[config.mk]
export PLATFORM = sky130hd
export DESIGN_NAME = module_operand_entry
export DESIGN_NICKNAME = d
export VERILOG_FILES = /design/src/rtl/operand_pkg.sv /design/src/rtl/module_dec_accum.sv /design/src/rtl/module_operand_entry.sv
export SDC_FILE = /design/constraint.sdc
export NUM_CORES = 1
export LEC_CHECK = 0
export ABC_AREA = 1
export BUFFER_PORTS_ARGS = -buffer_cell sky130_fd_sc_hd__buf_2
export CORE_UTILIZATION = 50
export CTS_CLUSTER_SIZE = 16
export DETAILED_ROUTE_END_ITERATION = 10
export PLACE_DENSITY = 0.76
export SLEW_MARGIN = 0
export SYNTH_ARGS = -nofsm -noshare
export SYNTH_HDL_FRONTEND = slang
export SYNTH_HIERARCHICAL = 1
export SYNTH_SLANG_ARGS = --single-unit
[constraint.sdc]
create_clock -name clk -period 2.7 [get_ports clk]
set_input_delay 0.675 -clock clk [delete_from_list [all_inputs] [get_ports clk]]
set_output_delay 0.675 -clock clk [all_outputs]
set_load 0.02 [all_outputs]
[src/rtl/operand_pkg.sv]
// Shared definitions for the operand-entry block: keypad codes and the
// entry FSM state encoding.
package operand_pkg;

    localparam logic [3:0] KEY_ENTER = 4'hA;
    localparam logic [3:0] KEY_CLEAR = 4'hC;

    typedef enum logic [1:0] {
        IDLE  = 2'd0,
        ENTRY = 2'd1,
        HOLD  = 2'd2
    } entry_state_t;

    // Digit keys are 0x0..0x9; everything above that is a command or unused.
    function automatic logic is_digit(input logic [3:0] code);
        return (code <= 4'h9);
    endfunction

endpackage

[src/rtl/module_dec_accum.sv]
// Decimal accumulate step: next_acc = acc*10 + digit.
// Ports:
//   acc      in  WIDTH  current accumulator value
//   digit    in  4      decimal digit 0..9
//   next_acc out WIDTH  acc*10 + digit, truncated to WIDTH
//   ovf      out 1      set if the full-width result does not fit in WIDTH
module module_dec_accum #(
    parameter int WIDTH = 10
) (
    input  logic [WIDTH-1:0] acc,
    input  logic [3:0]       digit,
    output logic [WIDTH-1:0] next_acc,
    output logic             ovf
);

    logic [WIDTH+3:0] acc_ext;
    logic [WIDTH+3:0] sum;

    always_comb begin
        acc_ext  = {4'b0000, acc};
        // x*10 as x*8 + x*2, evaluated 4 bits wider so nothing is lost
        sum      = (acc_ext << 3) + (acc_ext << 1) + {{WIDTH{1'b0}}, digit};
        next_acc = sum[WIDTH-1:0];
        ovf      = |sum[WIDTH+3:WIDTH];
    end

endmodule

[src/rtl/module_operand_entry.sv]
// Operand entry: accumulates keypad digits into a binary operand and offers
// it to the operand-load sequencer with a rdy/ack handshake.
// Ports:
//   clk          in   1      system clock
//   rst          in   1      synchronous, active-low reset
//   key_valid    in   1      key_code valid strobe
//   key_code     in   4      0-9 digit, 0xA enter, 0xC clear, others ignored
//   ack          in   1      consumer load strobe; honoured only in HOLD
//   rdy          out  1      operand valid, held until ack
//   operand      out  WIDTH  last committed operand
//   digit_count  out  CW     digits in the accumulator
//   entering     out  1      accumulator holds uncommitted digits
module module_operand_entry
    import operand_pkg::*;
#(
    parameter int DIGITS = 3,
    parameter int WIDTH  = 10
) (
    input  logic                        clk,
    input  logic                        rst,
    input  logic                        key_valid,
    input  logic [3:0]                  key_code,
    input  logic                        ack,
    output logic                        rdy,
    output logic [WIDTH-1:0]            operand,
    output logic [$clog2(DIGITS+1)-1:0] digit_count,
    output logic                        entering
);

    localparam int CW = $clog2(DIGITS + 1);
    localparam logic [CW-1:0] MAX_CNT = CW'(DIGITS);

    entry_state_t     state_q, state_d;
    logic [WIDTH-1:0] acc_q, acc_d;
    logic [CW-1:0]    cnt_q, cnt_d;
    logic [WIDTH-1:0] operand_q, operand_d;

    logic [WIDTH-1:0] acc_next;
    logic             acc_ovf;
    logic             key_digit;

    // In IDLE the accumulator is zero, so the same step yields just the digit.
    module_dec_accum #(
        .WIDTH (WIDTH)
    ) u_dec_accum (
        .acc      (acc_q),
        .digit    (key_code),
        .next_acc (acc_next),
        .ovf      (acc_ovf)
    );

    always_comb begin
        state_d   = state_q;
        acc_d     = acc_q;
        cnt_d     = cnt_q;
        operand_d = operand_q;
        key_digit = key_valid && is_digit(key_code);

        unique case (state_q)
            IDLE: begin
                if (key_digit) begin
                    acc_d   = acc_next;
                    cnt_d   = CW'(1);
                    state_d = ENTRY;
                end
            end
            ENTRY: begin
                if (key_digit) begin
                    // Extra digits beyond DIGITS are dropped, not saturated
                    if (cnt_q < MAX_CNT && !acc_ovf) begin
                        acc_d = acc_next;
                        cnt_d = cnt_q + CW'(1);
                    end
                end else if (key_valid && key_code == KEY_CLEAR) begin
                    acc_d   = '0;
                    cnt_d   = '0;
                    state_d = IDLE;
                end else if (key_valid && key_code == KEY_ENTER) begin
                    operand_d = acc_q;
                    acc_d     = '0;
                    cnt_d     = '0;
                    state_d   = HOLD;
                end
            end
            HOLD: begin
                // Keys are dropped here, including one coincident with ack
                if (ack) begin
                    state_d = IDLE;
                end
            end
            default: begin
                state_d = IDLE;
                acc_d   = '0;
                cnt_d   = '0;
            end
        endcase
    end

    always_ff @(posedge clk) begin
        if (!rst) begin
            state_q   <= IDLE;
            acc_q     <= '0;
            cnt_q     <= '0;
            operand_q <= '0;
        end else begin
            state_q   <= state_d;
            acc_q     <= acc_d;
            cnt_q     <= cnt_d;
            operand_q <= operand_d;
        end
    end

    assign rdy         = (state_q == HOLD);
    assign entering    = (state_q == ENTRY);
    assign operand     = operand_q;
    assign digit_count = cnt_q;

endmodule

; Word level (Yosys, flattened, before mapping)
; Index checks and enable logic that the tools add are counted.
[totals]
regBits = 24
out_inout_bits = 14
[classes]
addsub = 3
magnitude_cmp = 2
n_eq_ne = 10
mux = 17
n_bitwise = 3
reduce_logical = 10
[ops]
columns = operator, count
row1 = 10-bit two-way mux, 5
row2 = 10-bit one-hot mux with 3 select lines, 1
row3 = 2-bit two-way mux, 9
row4 = 13-bit by 11-bit adder with 14-bit output, 1
row5 = 14-bit by 4-bit adder with 14-bit output, 1
row6 = 2-bit one-hot mux with 3 select lines, 2
row7 = 4-bit AND reduction, 3
row8 = "4-bit equality test, second input constant", 2
row9 = "2-bit inequality test, second input constant", 3
row10 = "4-bit <= comparator, second input constant", 1
row11 = 1-bit logical AND, 4
row12 = "4-bit by 1-bit inequality test with 1-bit output, second input constant", 1
row13 = 4-bit OR reduction, 1
row14 = "3-bit by 1-bit inequality test with 1-bit output, second input constant", 1
row15 = "3-bit by 2-bit inequality test with 1-bit output, second input constant", 1
row16 = 1-bit inverter, 3
row17 = "2-bit by 1-bit adder with 2-bit output, second input constant", 1
row18 = "2-bit by 1-bit equality test with 1-bit output, second input constant", 1
row19 = "2-bit equality test, second input constant", 1
row20 = 2-bit logical NOT, 1
row21 = "2-bit less-than comparator, second input constant", 1
row22 = 1-bit logical NOT, 1

; Longest topological paths before layout
[logic_depth]
word_depth = 8
ltp_mapped = 21

; Cells and area by module
; The synthesis kept the hierarchy.
[by_module_without_submodules]
columns = module, n_inst, cells_per_inst, area_per_inst_um2, seq_area_each_um2
row1 = module_operand_entry, 1, 175, 1182.4, 480.5
row2 = module_dec_accum, 1, 117, 716.9, 0.0

; Worst setup path before layout
; No wires, ideal clock.
[synth_path]
path_kind = input to register
startpoint = input key_code[3]
endpoint = register cnt_q[0], in the netlist digit_count[0]
setup_time_ps = 113
arrival_ps = 2817
slack_ps = -230
cell_stages = 18
path_buffers = 1
path_cell_list = inv_1 fa_1 inv_1 fa_1 nand2_1 nand3_1 nand3_1 nand2_1 nand2_1 nand2_1 nor2_2 nand2_1 nor2_1 nand3b_1 nand3_4 buf_6 nor2_1 nor2_1
[synth_via]
elab_chain_len = 6
[synth_lines]
columns = item, line
row1 = "start, declared", module_operand_entry.sv:22  ; input logic [3:0] key_code,
row2 = 14-bit by 4-bit adder with 14-bit output, module_dec_accum.sv:22  ; sum = (acc_ext << 3) + (acc_ext << 1) + {{WIDTH{1'b0}}, digit};
row3 = 4-bit OR reduction, module_dec_accum.sv:24  ; ovf = |sum[WIDTH+3:WIDTH];
row4 = via acc_ovf, module_operand_entry.sv:39  ; logic acc_ovf;
row5 = 1-bit logical NOT, module_operand_entry.sv:70  ; if (cnt_q < MAX_CNT && !acc_ovf) begin
row6 = 1-bit logical AND, module_operand_entry.sv:70
row7 = 3-bit by 2-bit inequality test with 1-bit output (no source line), n/a
row8 = 4-bit AND reduction (no source line), n/a
row9 = "end signal, assigned", module_operand_entry.sv:108  ; cnt_q <= cnt_d;
row10 = "end, declared", module_operand_entry.sv:35  ; logic [CW-1:0] cnt_q, cnt_d;
; The timed path passes the listed nets, and every way through them passes these cells.
; A chain may end at the register's enable or synchronous reset.

; Worst setup path after layout
[layout_path]
startpoint = input key_code[2]
endpoint = register cnt_q[0], in the netlist digit_count[0]
; The elaborated chain is that of the path after synthesis.

==> summary.md <==
| Metric | Value |
|---|---|
| IO buf count | `21` |
| Slew @ Worst Pin | `around 0.73 ns` |
| Syn avg cell area | `6.50 um^2` |
| Seq pwr share | `around 30%` |
| Clock power frac | `roughly 22%` |
| Relative slew slack | `just over 50%` |
| Total global-route track usage | `23.1%` |
| Total number of vias | `roughly 1,900` |
| H-tree levels | `1` |
| Die Footprint | `about 4000 um^2` |
| Routed wire per std cell | `about 12 um` |
| Die X | `approximately 64 um` |
| Mapped Area | `about 1900 um^2` |
| Worst R2R Start | `acc_q[0]` |
| CP startpoint | `key_code[2]` |
| Share of cells above drive strength 1 | `around a quarter` |
| Layout fillers | `333` |
| Area grow syn2layout | `20.9%` |
| Sw Share | `approximately two fifths` |
| Gate power share | `between 40 and 50%` |
| Final critical-path share of the clock period | `107%` |
| Global placer's final weighted congestion | `0.941` |
| Dpl hpwl | `approximately 3200 um` |
| Tightest hold margin | `between 0.5 and 0.6 ns` |
| CTS tree | `yes` |
| Most numerous cell in the Yosys netlist | `nand2_1` |
| DRC Markers | `0` |
| Hold path start | `acc_q[6]` |
| Vias in the first global route | `between 1,500 and 2,000` |
| Boundary Pins | `22` |
| Worst-Skew Late Latency | `0.27 ns` |
| First-pass GRT wire length | `7490 um` |
| CP peak stage delay | `0.42 ns` |
| Worst path required time | `between 2 and 3 ns` |
| Setup slack after layout | `-0.190 ns` |
| Initial core utilization | `between 50% and 60%` |
| Dpl cells | `roughly 360` |
| Tmin final | `between 2 and 3 ns` |
| Setup violators final | `12` |
| Root Buffer | `clkbuf_8` |
| Row count | `22` |
| Number of flops mapped to enable cells by yosys | `0` |
| Delay-heaviest family, CP | `simple AND/OR/NAND/NOR gates` |
| Worst vdd ir | `between 0.0005 and 0.0006 V` |
| WL final | `about 4500 um` |
| Failing checks | `negative setup slack` |
| Largest fanout on the critical path | `7` |
| Antenna violations before repair | `0` |
| Sink Count | `24` |
| GR peak layer | `met2` |
| Fin nets | `between 300 and 400` |
| Hold Crit Class | `register to register` |
| Hold Fails Final Rpt | `0` |
| Dpl cell area | `2100 um^2` |
| Most used cell, CP | `nand2_1` |
| Final Cell Area | `between 2000 and 2500 um^2` |
| Switching power | `~570 uW` |
| Tot Pwr | `approximately 1.4 mW` |
| Outcome | `finished, violations left` |
| Internal power | `between 800 and 900 uW` |
| WS Path Type | `input pin to register` |
| Iter 0 DRT Violations | `slightly above 90` |
| Post-synth top area cell | `dfxtp_1` |
| Pre-Repair DR Iteration Count | `4` |
| Post-route ant nets | `0` |
| Synth area leaders | `dfxtp_1, nand2_1, ha_1` |
| Worst setup SP type | `input pin` |
| Clock Skew | `between 0.002 and 0.003 ns` |
| Met1 usage | `around 29%` |
| CP arrival | `just over 3 ns` |
| Part of the Yosys area used for sequential elements | `25.3%` |
| Clock Tree Buf Depth | `2` |
| Synth cell count leaders | `nand2_1, inv_1, nor2_1` |
| CP bufs+invs | `1` |
| Clock-pin slew on the worst setup and hold paths | `0.09 ns` |
| Share of the synthesized area in the top cell type | `roughly 25%` |
| CTS Buf Count | `3` |
| Met2 Usage GRT | `41.5%` |
| Max-slew violations | `0` |
| Global route total overflow | `0` |
| # diodes | `0` |
| Final design utilization | `roughly 63%` |
| Post-synthesis register bit count | `24` |
| Unique masters post-synth | `28` |
| Worst setup EP type | `register` |
| Peak Freq | `0.346 GHz` |
| Mapped Nets | `between 300 and 400` |
| Die H | `between 60 and 70 um` |
| Max Cap Viol | `0` |
| Hold-fix buffer count after cts | `0` |
| Core area | `3660 um^2` |
| Post-synthesis instance total | `~300` |
| Async SR Flop Fraction | `0%` |
| Pin count of the biggest net entering global routing | `24` |
| YS warnings | `6` |
| Synth Flop Type | `dfxtp_1` |
| RSZ-0062 raised after global routing | `true` |
| Cell chain of the critical path | `buf_2, ha_1, ha_2, fa_2, nand2_1, nand3_2, nand3_2, nand2_1, nand2_1, nand2_1, nor2_2, nand2_1, nor2_2, nand3b_1, nand3_4, nor2_1, nor2_1` |
| Slowest cell on crit path | `fa_2` |
| Vias/cell | `5.05` |
| PwrDens | `about 630 nW/um^2` |
| Pleak | `1.31 nW` |
| M3 GR Usage | `under 10%` |
| Post-route insts no fill | `370` |
layout make-up:
| type | count | area [um^2] | share of cell area [%] |
|---|---|---|---|
| clock buffer | 3 | 41.3 | 1.80 |
| clock inverter | 1 | 30.0 | 1.31 |
| inverter | 51 | 199 | 8.66 |
| multi-input combinational | 211 | 1280 | 55.7 |
| sequential | 24 | 482 | 21.0 |
| tap | 48 | 60.1 | 2.62 |
| timing repair buffer | 32 | 205 | 8.94 |
state kept, by name, indices dropped and copies added (netlist names):
signal and count:
acc_q 10, operand 10, digit_count 2, state_q 2
cell usage in the layout (no fill, tap or decap), types with 2 or more instances in the layout:
master,n
nand2_1,68
inv_1,42
nor2_1,26
dfxtp_1,23
buf_2,20
nand3_1,19
ha_1,18
a21oi_1,17
nand2_2,12
o21ai_0,11
buf_4,9
inv_2,8
nor2_2,8
nand3_2,8
xor2_1,4
nor2_4,3
o21ai_1,3
clkbuf_8,3
nand3_4,2
buf_6,2
xnor2_1,2
nand4_1,2
worst min-delay path, cell delays in order (launching register included):
cell,delay (ns)
dfxtp_1,0.35
inv_1,0.08
a21oi_1,0.06
cell families (layout without fill, tap and decap cells):
group                    count (synthesis)  count (layout)  share of synthesized area (%)
AO/OA/AOI/OAI                           33              33                           8.96
buffers and inverters                   58              87                           12.6
adder cells (fa/ha/maj)                 22              22                           15.3
flip-flops                              24              24                           25.3
AND/OR/NAND/NOR                        149             150                           35.0
XOR/XNOR                                 6               6                           2.77
power by group through the flow:
stage | clock, mW | sequential (mW) | combinational [mW]
6_report | 0.314 | 0.425 | 0.700
5_1_grt | 0.333 | 0.430 | 0.785
4_1_cts | 0.312 | 0.425 | 0.639
3_5_place_dp | 0 | 0.432 | 0.602
3_3_place_gp | 0 | 0.431 | 0.597
2_1_floorplan | 0 | 0.427 | 0.465
per-stage QoR:
stage / setup slack (ns) / setup TNS [ns]
2_1_floorplan: -0.104 / -0.849
3_3_place_gp: -0.412 / -4.52
3_5_place_dp: -0.471 / -5.24
4_1_cts: -0.169 / -1.58
5_1_grt: -0.328 / -3.67
6_report: -0.190 / -2.11
path summary, 6_finish.rpt:
path	to	slack [ns]	cells past startpoint
worst max-delay path	digit_count[0]	-0.19	17
worst min-delay path	operand[6]	0.53	2
worst max register to register	digit_count[0]	-0.15	17
worst min register to register	operand[6]	0.53	2
what timing repair did:
| item | in CTS | in global routing |
|---|---|---|
| endpoints found under the setup margin | 12 | 12 |
| pin swaps | 16 | 13 |
| cloned | 1 | 0 |
| gates resized for setup | 9 | 22 |
| setup buffers | 2 | 0 |
metal layers:
layer  share of wire (%)  up-vias
met3                 4.9        4
met4                0.83        0
met2                  49       56
li1                    -      978
met1                  45      832
met5                   0        -
Note: power is estimated with default switching activity, not from simulation.
